### src/rtl/capi_afu_pkg.sv
// Shared definitions for the CAPI job/MMIO controller: job command codes,
// job FSM state encoding, AFU descriptor word 0 and ah_jerror bit positions.
// Optional feature macro used by this slice: CAPI_PARITY_CHECK_EN.
package capi_afu_pkg;

    localparam logic [7:0] JCOM_RESET = 8'h80;
    localparam logic [7:0] JCOM_START = 8'h90;

    // Descriptor word 0: 0 interrupts, 1 process, 1 AFU config record,
    // dedicated-process programming model.
    localparam logic [63:0] DESC0 = 64'h0000_0001_0001_8010;

    // ah_jerror bit positions, big-endian numbering (bit 0 is the MSB)
    localparam int JERR_JCOM_PAR   = 0;
    localparam int JERR_MMIO_PAR   = 1;
    localparam int JERR_START_BUSY = 62;

    typedef enum logic [1:0] {
        ST_IDLE    = 2'd0,
        ST_RUNNING = 2'd1,
        ST_DONE    = 2'd2
    } job_state_e;

    // Odd parity bit for a 64-bit word
    function automatic logic odd_par64(input logic [0:63] d);
        return ~(^d);
    endfunction

endpackage

### src/rtl/capi_mmio_regfile.sv
// MMIO register file: register array, address decode, write handling,
// fixed-latency ack delay line and read data parity. Register 0 is the
// read-only status word supplied by the job controller.
// Optional feature macro: CAPI_PARITY_CHECK_EN (write parity checking).
module capi_mmio_regfile
    import capi_afu_pkg::*;
#(
    parameter int NUM_REGS     = 8,
    parameter int MMIO_ACK_LAT = 1
) (
    input  logic                    ha_pclock,
    input  logic                    ha_preset_n,
    input  logic                    mmval_i,
    input  logic                    mmcfg_i,
    input  logic                    mmrnw_i,
    input  logic                    mmdw_i,
    input  logic [0:23]             mmad_i,
    input  logic                    mmadpar_i,
    input  logic [0:63]             mmdata_i,
    input  logic                    mmdatapar_i,
    input  logic                    clear_i,
    input  logic [0:63]             status_i,
    output logic                    mmack_o,
    output logic [0:63]             mmrdata_o,
    output logic                    mmrdatapar_o,
    output logic                    par_err_o,
    output logic [0:NUM_REGS*64-1]  reg_q_o
);

    localparam int         IDXW = $clog2(NUM_REGS);
    localparam logic [2:0] LAT  = 3'(MMIO_ACK_LAT);

    logic [0:63]     regs_q [NUM_REGS];
    logic [2:0]      ack_cnt_q;
    logic [0:63]     rdata_q;
    logic [IDXW-1:0] idx;
    logic            in_range;
    logic            accept;
    logic            wr_bad;
    logic            wr_go;
    logic [0:63]     dw_data;
    logic [0:63]     rd_data;

    // ha_mmad is a word address with bit 23 as LSB; bits above the index must be 0
    assign idx      = mmad_i[23-IDXW +: IDXW];
    assign in_range = (mmad_i[0:22-IDXW] == '0);

    // A new request is only taken once the previous one has been fully acked
    assign accept = mmval_i && (ack_cnt_q == 3'd0);

`ifdef CAPI_PARITY_CHECK_EN
    assign wr_bad = !mmrnw_i &&
                    ((^{mmad_i, mmadpar_i}) == 1'b0 || (^{mmdata_i, mmdatapar_i}) == 1'b0);
`else
    logic unused_par;
    assign unused_par = mmadpar_i ^ mmdatapar_i;
    assign wr_bad     = 1'b0;
`endif

    assign par_err_o = accept && wr_bad;
    assign wr_go     = accept && !mmrnw_i && !mmcfg_i && !wr_bad && in_range && (idx != '0);

    // Read data selection: descriptor space, status, register, then word replication
    always_comb begin
        dw_data = '0;
        if (mmcfg_i) begin
            if (mmad_i == '0) dw_data = DESC0;
        end else if (in_range) begin
            dw_data = (idx == '0) ? status_i : regs_q[idx];
        end
        rd_data = dw_data;
        if (!mmdw_i) begin
            if (mmad_i[23]) rd_data = {dw_data[32:63], dw_data[32:63]};
            else            rd_data = {dw_data[0:31], dw_data[0:31]};
        end
    end

    // Ack delay line: read data is captured at request time and held until the ack
    always_ff @(posedge ha_pclock or negedge ha_preset_n) begin
        if (!ha_preset_n) begin
            ack_cnt_q <= 3'd0;
            rdata_q   <= '0;
        end else if (accept) begin
            ack_cnt_q <= LAT;
            rdata_q   <= mmrnw_i ? rd_data : '0;
        end else if (ack_cnt_q != 3'd0) begin
            ack_cnt_q <= ack_cnt_q - 3'd1;
        end
    end

    assign mmack_o      = (ack_cnt_q == 3'd1);
    assign mmrdata_o    = mmack_o ? rdata_q : '0;
    assign mmrdatapar_o = odd_par64(mmrdata_o);

    // Register array; writes commit at request time so they are visible by the ack
    always_ff @(posedge ha_pclock or negedge ha_preset_n) begin
        if (!ha_preset_n) begin
            for (int i = 0; i < NUM_REGS; i++) regs_q[i] <= '0;
        end else if (clear_i) begin
            for (int i = 0; i < NUM_REGS; i++) regs_q[i] <= '0;
        end else if (wr_go) begin
            if (mmdw_i)          regs_q[idx]        <= mmdata_i;
            else if (mmad_i[23]) regs_q[idx][32:63] <= mmdata_i[32:63];
            else                 regs_q[idx][0:31]  <= mmdata_i[32:63];
        end
    end

    for (genvar g = 0; g < NUM_REGS; g++) begin : g_flat
        if (g == 0) begin : g_status
            assign reg_q_o[0:63] = status_i;
        end else begin : g_reg
            assign reg_q_o[g*64 +: 64] = regs_q[g];
        end
    end

endmodule

### src/rtl/capi_job_mmio_ctrl.sv
// CAPI AFU job controller with MMIO register file. Decodes job RESET/START,
// tracks the running job, counts completed jobs and reports sticky errors
// on ah_jdone.
// Optional feature macro: CAPI_PARITY_CHECK_EN (input parity checking).
//
//   state      | meaning
//   -----------+-------------------------------------------------------
//   ST_IDLE    | no job; waiting for START
//   ST_RUNNING | job active, ah_jrunning=1, waiting for work_done
//   ST_DONE    | one-cycle ah_jdone pulse (job end or RESET complete)
module capi_job_mmio_ctrl
    import capi_afu_pkg::*;
#(
    parameter int NUM_REGS     = 8,
    parameter int MMIO_ACK_LAT = 1
) (
    input  logic                   ha_pclock,
    input  logic                   ha_preset_n,
    input  logic                   ha_jval,
    input  logic [0:7]             ha_jcom,
    input  logic                   ha_jcompar,
    input  logic [0:63]            ha_jea,
    input  logic                   ha_jeapar,
    output logic                   ah_jrunning,
    output logic                   ah_jdone,
    output logic [0:63]            ah_jerror,
    output logic                   ah_paren,
    input  logic                   ha_mmval,
    input  logic                   ha_mmcfg,
    input  logic                   ha_mmrnw,
    input  logic                   ha_mmdw,
    input  logic [0:23]            ha_mmad,
    input  logic                   ha_mmadpar,
    input  logic [0:63]            ha_mmdata,
    input  logic                   ha_mmdatapar,
    output logic                   ah_mmack,
    output logic [0:63]            ah_mmdata,
    output logic                   ah_mmdatapar,
    output logic                   job_start,
    output logic [0:63]            job_ea,
    input  logic                   work_done,
    output logic [0:NUM_REGS*64-1] reg_q
);

    job_state_e  state_q, state_d;
    logic [0:63] err_q, err_d;
    logic [31:0] job_cnt_q, job_cnt_d;
    logic [0:63] job_ea_q, job_ea_d;
    logic        job_start_q, job_start_d;
    logic        clear_regs;
    logic        jpar_bad;
    logic        cmd_ok;
    logic        is_reset;
    logic        is_start;
    logic        mm_par_err;
    logic [0:63] status;

`ifdef CAPI_PARITY_CHECK_EN
    assign ah_paren = 1'b1;
    assign jpar_bad = ha_jval &&
                      ((^{ha_jcom, ha_jcompar}) == 1'b0 || (^{ha_jea, ha_jeapar}) == 1'b0);
`else
    logic unused_jpar;
    assign unused_jpar = ha_jcompar ^ ha_jeapar;
    assign ah_paren    = 1'b0;
    assign jpar_bad    = 1'b0;
`endif

    assign cmd_ok   = ha_jval && !jpar_bad;
    assign is_reset = cmd_ok && (ha_jcom == JCOM_RESET);
    assign is_start = cmd_ok && (ha_jcom == JCOM_START);

    // Job state, error, counter and latched EA registers
    always_ff @(posedge ha_pclock or negedge ha_preset_n) begin
        if (!ha_preset_n) begin
            state_q     <= ST_IDLE;
            err_q       <= '0;
            job_cnt_q   <= '0;
            job_ea_q    <= '0;
            job_start_q <= 1'b0;
        end else begin
            state_q     <= state_d;
            err_q       <= err_d;
            job_cnt_q   <= job_cnt_d;
            job_ea_q    <= job_ea_d;
            job_start_q <= job_start_d;
        end
    end

    // Next-state logic; RESET wins over everything, including work_done
    always_comb begin
        state_d     = state_q;
        err_d       = err_q;
        job_cnt_d   = job_cnt_q;
        job_ea_d    = job_ea_q;
        job_start_d = 1'b0;
        clear_regs  = 1'b0;

        // Errors were just reported on the DONE pulse; start afresh
        if (state_q == ST_DONE) err_d = '0;
        if (mm_par_err)         err_d[JERR_MMIO_PAR] = 1'b1;
        if (jpar_bad)           err_d[JERR_JCOM_PAR] = 1'b1;

        if (is_reset) begin
            clear_regs = 1'b1;
            job_cnt_d  = '0;
            err_d      = '0;
            state_d    = ST_DONE;
        end else begin
            case (state_q)
                ST_IDLE: begin
                    if (is_start) begin
                        job_ea_d    = ha_jea;
                        job_start_d = 1'b1;
                        state_d     = ST_RUNNING;
                    end
                end
                ST_RUNNING: begin
                    if (is_start) err_d[JERR_START_BUSY] = 1'b1;
                    if (work_done) begin
                        job_cnt_d = job_cnt_q + 32'd1;
                        state_d   = ST_DONE;
                    end
                end
                ST_DONE: state_d = ST_IDLE;
                default: state_d = ST_IDLE;
            endcase
        end
    end

    assign ah_jrunning = (state_q == ST_RUNNING);
    assign ah_jdone    = (state_q == ST_DONE);
    assign ah_jerror   = (state_q == ST_DONE) ? err_q : '0;
    assign job_start   = job_start_q;
    assign job_ea      = job_ea_q;
    assign status      = {job_cnt_q, 31'd0, ah_jrunning};

    capi_mmio_regfile #(
        .NUM_REGS     (NUM_REGS),
        .MMIO_ACK_LAT (MMIO_ACK_LAT)
    ) u_regfile (
        .ha_pclock    (ha_pclock),
        .ha_preset_n  (ha_preset_n),
        .mmval_i      (ha_mmval),
        .mmcfg_i      (ha_mmcfg),
        .mmrnw_i      (ha_mmrnw),
        .mmdw_i       (ha_mmdw),
        .mmad_i       (ha_mmad),
        .mmadpar_i    (ha_mmadpar),
        .mmdata_i     (ha_mmdata),
        .mmdatapar_i  (ha_mmdatapar),
        .clear_i      (clear_regs),
        .status_i     (status),
        .mmack_o      (ah_mmack),
        .mmrdata_o    (ah_mmdata),
        .mmrdatapar_o (ah_mmdatapar),
        .par_err_o    (mm_par_err),
        .reg_q_o      (reg_q)
    );

endmodule

### config.mk
export PLATFORM = sky130hd
export DESIGN_NAME = capi_job_mmio_ctrl
export DESIGN_NICKNAME = d
export VERILOG_FILES = /design/src/rtl/capi_afu_pkg.sv /design/src/rtl/capi_mmio_regfile.sv /design/src/rtl/capi_job_mmio_ctrl.sv
export SDC_FILE = /design/constraint.sdc
export NUM_CORES = 1
export LEC_CHECK = 0
export ABC_AREA = 1
export CORE_AREA = 2 2 343 345
export DETAILED_ROUTE_END_ITERATION = 7
export DIE_AREA = 0 0 345 347
export PLACE_DENSITY_LB_ADDON = 0.2
export SLEW_MARGIN = 20
export SYNTH_ARGS = -nofsm -noshare
export SYNTH_HDL_FRONTEND = slang
export SYNTH_SLANG_ARGS = --single-unit
### constraint.sdc
create_clock -name ha_pclock -period 5 [get_ports ha_pclock]
set_input_delay 1 -clock ha_pclock [delete_from_list [all_inputs] [get_ports ha_pclock]]
set_output_delay 1 -clock ha_pclock [all_outputs]
set_load 0.02 [all_outputs]
==> results of run 1 <==
power by group:
group,total (mW),internal (mW),switching [mW]
Clock,5.86,3.45,2.41
Sequential,5.61,5.31,0.302
Combinational,3.18,1.03,2.14
worst max path at each step:
| stage | slack, ns | to | depth (start not counted) |
|---|---|---|---|
| floorplan | 1.85 | ah_mmdatapar | 18 |
| detailed placement | 0.77 | u_regfile.rdata_q[0] | 11 |
| finish | 0.43 | ah_mmdatapar | 17 |
| global placement | 0.79 | u_regfile.rdata_q[1] | 13 |
| CTS | 0.25 | ah_mmdatapar | 17 |
| global route | 0.1 | ah_mmdatapar | 19 |
logic make-up after synthesis:
family                   share of synthesized area, %
AO/OA/AOI/OAI                                    15.5
XOR/XNOR                                        0.212
other                                          0.0101
adder cells (fa/ha/maj)                         0.135
flip-flops                                       41.7
buffers and inverters                            17.3
multiplexers                                   0.0269
AND/OR/NAND/NOR                                  25.2
cells in the mapped netlist, drive strengths merged (4+ instances only):
library cell and number:
nand2 1800, o21ai 793, buf 691, dfrtp 619, nor2 260, inv 238
nand3 170, clkbuf 150, o22ai 89, a21oi 85, nand4 45, a22oi 34
nor3 21, o211ai 12, a221oi 11, or2 10, a31oi 8, nand3b 8
o31ai 8, xor2 8, o221ai 7, nor4 6, a211oi 5, ha 4
state kept, by name, summed over array words and instances, names as in the netlist:
name	flops
state_q	2
u_regfile.regs_q	4
job_cnt_q	32
u_regfile.reg_q_o	448
u_regfile.rdata_q	64
err_q	1
job_start	1
job_ea	64
u_regfile.ack_cnt_q	3
per-layer routing:
layer | wire (µm) | GRT usage, %
met1 | 74700 | 38.0
met2 | 80300 | 45.1
met3 | 15800 | 7.61
met4 | 10400 | 15.5
met5 | 115 | 0
worst max-delay path, stage by stage (launching register included):
cell and delay [ns]:
dfrtp_1 0.35, inv_1 0.10, ha_1 0.53, inv_1 0.25, nor2_4 0.42, nand3_1 0.11, o21ai_0 0.13, nand2_1 0.08
nand2_1 0.13, nand2_1 0.07, nand2_1 0.12, nor2_1 0.07, nor2_1 0.14, nand2_1 0.07, nand2_1 0.07, nand2_1 0.05
nand2_1 0.10, buf_12 0.12
what timing repair did:
item	CTS	global route
resized for setup	0	1
setup buffers	0	0
setup endpoints to repair	0	1
area by class of cell:
class                      instances  area (µm²)  share of cell area [%]
clock inverter                    22         278                   0.608
inverter                         240         903                    1.98
multi-input combinational       3507       15700                    34.3
clock buffer                     119        2340                    5.12
timing repair buffer             903        9090                    19.9
antenna                            5        12.5                  0.0274
tap                             1524        1910                    4.17
sequential                       619       15500                    33.9
metrics by stage:
stage | hold WS, ns | setup slack [ns] | util (%) | std cells
3_5_place_dp | 0.465 | 0.773 | 37.2 | 6792
6_report | 0.285 | 0.433 | 39.5 | 6939
5_1_grt | 0.330 | 0.0962 | 39.5 | 6934
4_1_cts | 0.277 | 0.253 | 39.5 | 6933
2_1_floorplan | 0.449 | 1.85 | - | 5206
3_3_place_gp | 0.462 | 0.795 | 37.2 | 6792
==> results.py, run 1 <==
metrics = {
    "outcome": {
        "status": "completed",
    },
    "placed_design": {
        "hpwl_mm": 136,
        "gp_congestion": 0.960,
        "placedInstanceArea_um2": 43100,
        "port_buffers": 782,
    },
    "timing": {
        "hold_violations": 0,
        "period_share_pct": 91.3,
        "tns_ns": 0,
        "worst_pin_slew_ns": 1.02,
        "finalWorstPathRequiredPeriod_ns": 4.57,
        "rsz0062_at_grt": "no",
        "final-setup-viol-count": 0,
        "skew_ns": 0.0253,
        "drv_slew": 0,
        "slew_headroom_pct": 31.3,
        "fmax_mhz": 219,
    },
    "synthesis": {
        "synth_top_flop_cell": "dfrtp_1",
        "async_flop_share_pct": 100,
        "synth_top_area_share_pct": 41.7,
        "yosys.area.top_type": "dfrtp_1",
        "synth_area_um2": 37200,
        "synth.area.top_cells": "dfrtp_1, nand2_1, buf_4, o21ai_0, o21ai_1",
        "ys_warn_count": 0,
        "synth_edf_count": 0,
        "netlist_instances": 5112,
        "synth_seq_area_share_pct": 41.7,
        "syn-mean-instance-area_um2": 7.27,
        "synthDistinctLibCells": 60,
        "ys_ff_latch": 619,
    },
    "global_route": {
        "grtUsageTotal_pct": 29.4,
        "antenna_found_initial": 19,
        "grt_max_degree": 120,
        "first_global_vias": 33500,
        "grt_pass1_wl_mm": 255,
        "grt_overflow": 0,
    },
    "critical_path": {
        "startpoint_type": "flip-flop",
        "crit_required_ns": 4.00,
        "timing.rr.end": "u_regfile.reg_q_o[128]",
        "cp_max_fo": 14,
        "rrSetupSlack_ns": 1.73,
        "crit_type": "reg -> out",
        "reg2reg_depth": 12,
        "end_kind": "primary output",
        "crit_arrival_ns": 3.57,
        "startpoint": "u_regfile.ack_cnt_q[1]",
        "r2r-start": "u_regfile.ack_cnt_q[2]",
    },
    "clock_network": {
        "cts_buffers": 79,
        "cts_sinks": 619,
        "clock_latency_ns": 0.67,
        "htreeDepth": 3,
        "ctsHoldBuffers": 0,
        "cts_root_buf": "clkbuf_16",
        "cts_tree": "done",
        "cts.path.max_buffers": 3,
        "cts.clk_slew.worst_paths_ns": 0.06,
    },
    "job": {
        "maxCapViolCount": 0,
    },
    "floorplanning": {
        "core_um2": 116000,
        "rows": 125,
        "dieArea_um2": 120000,
        "die_h_um": 347,
        "die_x_um": 345,
        "start_util_pct": 32.1,
        "pin_count": 882,
    },
    "drt": {
        "drtIter0Drc": 3770,
        "wire_per_inst_um": 26.1,
        "drc_errors": 0,
        "ant_nets": 0,
        "viasPerCell": 5.17,
        "wirelength_mm": 181,
        "num_vias": 35800,
        "first_pass_iters": 5,
    },
    "power_and_ir_drop": {
        "p_total_mw": 14.6,
        "ir_drop_v": 0.000231,
        "power_density_nw_per_um2": 320,
        "leakage_nw": 19.9,
    },
    "final_layout": {
        "synthToLayoutAreaGrowth_pct": 22.9,
        "fillCellCount": 12000,
        "layout_common_cells": "nand2_1, clkdlybuf4s50_1, dfrtp_1, o21ai_0, nor2_1",
        "drive_gt1_share_pct": 5.77,
        "mostFrequentLayoutCell": "nand2_1",
        "fin_area_um2": 45700,
        "fin_nets": 5526,
    },
    "min_path": {
        "hp-class": "in -> async",
    },
}
(Power assumes the default switching activity.)
==> run 2: changes to the inputs <==
- CORE_AREA: 2 2 343 345 -> 2 2 339 341
- DIE_AREA: 0 0 345 347 -> 0 0 341 343
==> results.py, run 2 (synthesized netlist as in run 1, its figures left out) <==
metrics = {
    "outcome": {
        "status": "completed",
    },
    "timing": {
        "fmax_mhz": 217,
        "worst_pin_slew_ns": 1.11,
        "slew_headroom_pct": 25.7,
        "finalWorstPathRequiredPeriod_ns": 4.61,
        "period_share_pct": 92.1,
        "hold_violations": 0,
        "skew_ns": 0.0286,
        "rsz0062_at_grt": "no",
        "tns_ns": 0,
        "drv_slew": 0,
        "final-setup-viol-count": 0,
        "fin_ws_ns": 0.394,
    },
    "drt": {
        "drc_errors": 0,
        "first_pass_iters": 6,
        "num_vias": 36200,
        "wirelength_mm": 182,
        "drtIter0Drc": 4313,
        "ant_nets": 0,
        "wire_per_inst_um": 26.2,
        "viasPerCell": 5.23,
    },
    "power_and_ir_drop": {
        "power_frac_seq_pct": 38.4,
        "power.internal_mw": 9.77,
        "power_switching_mw": 4.82,
        "power_density_nw_per_um2": 320,
        "p_total_mw": 14.6,
        "power_frac_clock_pct": 40.0,
        "leakage_nw": 19.9,
        "switching_share_pct": 33.1,
        "ir_drop_v": 0.000250,
        "pwr-share-comb_pct": 21.6,
    },
    "final_layout": {
        "synthToLayoutAreaGrowth_pct": 22.6,
        "layout_common_cells": "nand2_1, clkdlybuf4s50_1, dfrtp_1, o21ai_0, nor2_1",
        "mostFrequentLayoutCell": "nand2_1",
        "fin_nets": 5526,
        "largest_reg_flops": 448,
        "drive_gt1_share_pct": 5.91,
        "fillCellCount": 11700,
        "fin_cells": 6927,
    },
    "clock_network": {
        "ctsHoldBuffers": 0,
        "postCtsSetupRepairBufs": 0,
        "cts_sinks": 619,
        "cts_tree": "done",
        "cts_buffers": 77,
        "cts.clk_slew.worst_paths_ns": 0.06,
        "htreeDepth": 3,
        "cts.path.max_buffers": 3,
        "post_cts_resized": 0,
        "cts_root_buf": "clkbuf_16",
        "clock_latency_ns": 0.67,
    },
    "global_route": {
        "first_global_vias": 32500,
        "grtUsageTotal_pct": 29.9,
        "grt_pass1_wl_mm": 251,
        "grt_overflow": 0,
        "grt_max_degree": 120,
        "antenna_found_initial": 17,
    },
    "placed_design": {
        "port_buffers": 782,
        "pre_cts_ws_ns": 0.681,
        "hpwl_mm": 134,
        "gp_congestion": 0.930,
        "dp.cells": 6783,
    },
    "critical_path": {
        "critPathSlowestCell": "nor2_4",
        "cp_max_fo": 36,
        "cp_top_family": "simple AND/OR/NAND/NOR gates",
        "startpoint_type": "flip-flop",
        "path_cells": "inv_1 > ha_1 > buf_4 > inv_1 > nor2_4 > nand3_1 > nand2_1 > nand2_1 > nand2_1 > inv_1 > nand2_1 > nand2_1 > nand2_1 > inv_1 > nor2_1 > nand2_1 > nand2_1 > nand2_1 > nand2_1 > buf_12",
        "crit_arrival_ns": 3.61,
        "end_kind": "primary output",
        "cp.buffers_inverters": 6,
        "critPathMaxStageDelay_ns": 0.56,
        "cpMostUsedCell": "nand2_1",
        "crit_type": "reg -> out",
        "crit_required_ns": 4.00,
    },
    "floorplanning": {
        "core_um2": 113000,
        "pin_count": 882,
        "start_util_pct": 32.8,
        "die_h_um": 343,
        "die_x_um": 341,
        "dieArea_um2": 117000,
        "rows": 124,
    },
    "min_path": {
        "hp-class": "in -> async",
    },
    "job": {
        "maxCapViolCount": 0,
    },
}
## run 2: cell types whose count changed in the layout (fill, tap and decap cells not counted), moves of 5 or more
cell | previous run | this run
clkbuf_1 | 21 | 14
clkbuf_8 | 17 | 22
clkinv_2 | 10 | 15
buf_4 | 94 | 105
buf_12 | 29 | 20
## run 2: layout make-up
| class | count | area (µm²) | share of cell area (%) |
|---|---|---|---|
| multi-input combinational | 3506 | 15700 | 34.4 |
| sequential | 619 | 15500 | 34.0 |
| timing repair buffer | 906 | 9020 | 19.8 |
| clock buffer | 115 | 2330 | 5.12 |
| tap | 1512 | 1890 | 4.15 |
| inverter | 240 | 903 | 1.98 |
| clock inverter | 25 | 262 | 0.574 |
| antenna | 4 | 10.0 | 0.0220 |
## run 2: per-stage QoR
step / area [µm²] / utilization, % / hold slack [ns]
4_1_cts: 45600 / 40.2 / 0.361
2_1_floorplan: 37500 / - / 0.449
3_3_place_gp: 43000 / 37.9 / 0.461
3_5_place_dp: 43000 / 37.9 / 0.464
6_report: 45600 / 40.2 / 0.347
5_1_grt: 45600 / 40.2 / 0.399
## run 2: final timing paths
check / from / endpoint / slack [ns] / cells after the start
min reg2reg: job_ea[7] / job_ea[7] / 0.48 / 2
min in group ha_pclock: job_ea[7] / job_ea[7] / 0.48 / 2
max in group asynchronous: ha_preset_n / job_ea[47] / 3.48 / 3
min: ha_preset_n / job_cnt_q[5] / 0.35 / 1
max reg2reg: u_regfile.ack_cnt_q[2] / u_regfile.reg_q_o[412] / 1.95 / 12
max: u_regfile.ack_cnt_q[1] / ah_mmdatapar / 0.39 / 20
## run 2: per-layer routing
layer,vias to the layer above,part of all wire (%),track usage [%]
li1,16400,-,-
met1,17600,41,39.5
met2,1858,46,47.5
met3,279,8.7,6.26
met4,14,4.5,12.4
met5,-,0.047,0
## run 2: power by group through the flow
stage	registers [mW]	clock network (mW)	logic, mW
3_3_place_gp	5.67	0	3.13
4_1_cts	5.59	5.91	3.17
5_1_grt	5.63	6.12	3.47
6_report	5.60	5.84	3.15
2_1_floorplan	5.62	0	1.83
3_5_place_dp	5.68	0	3.16
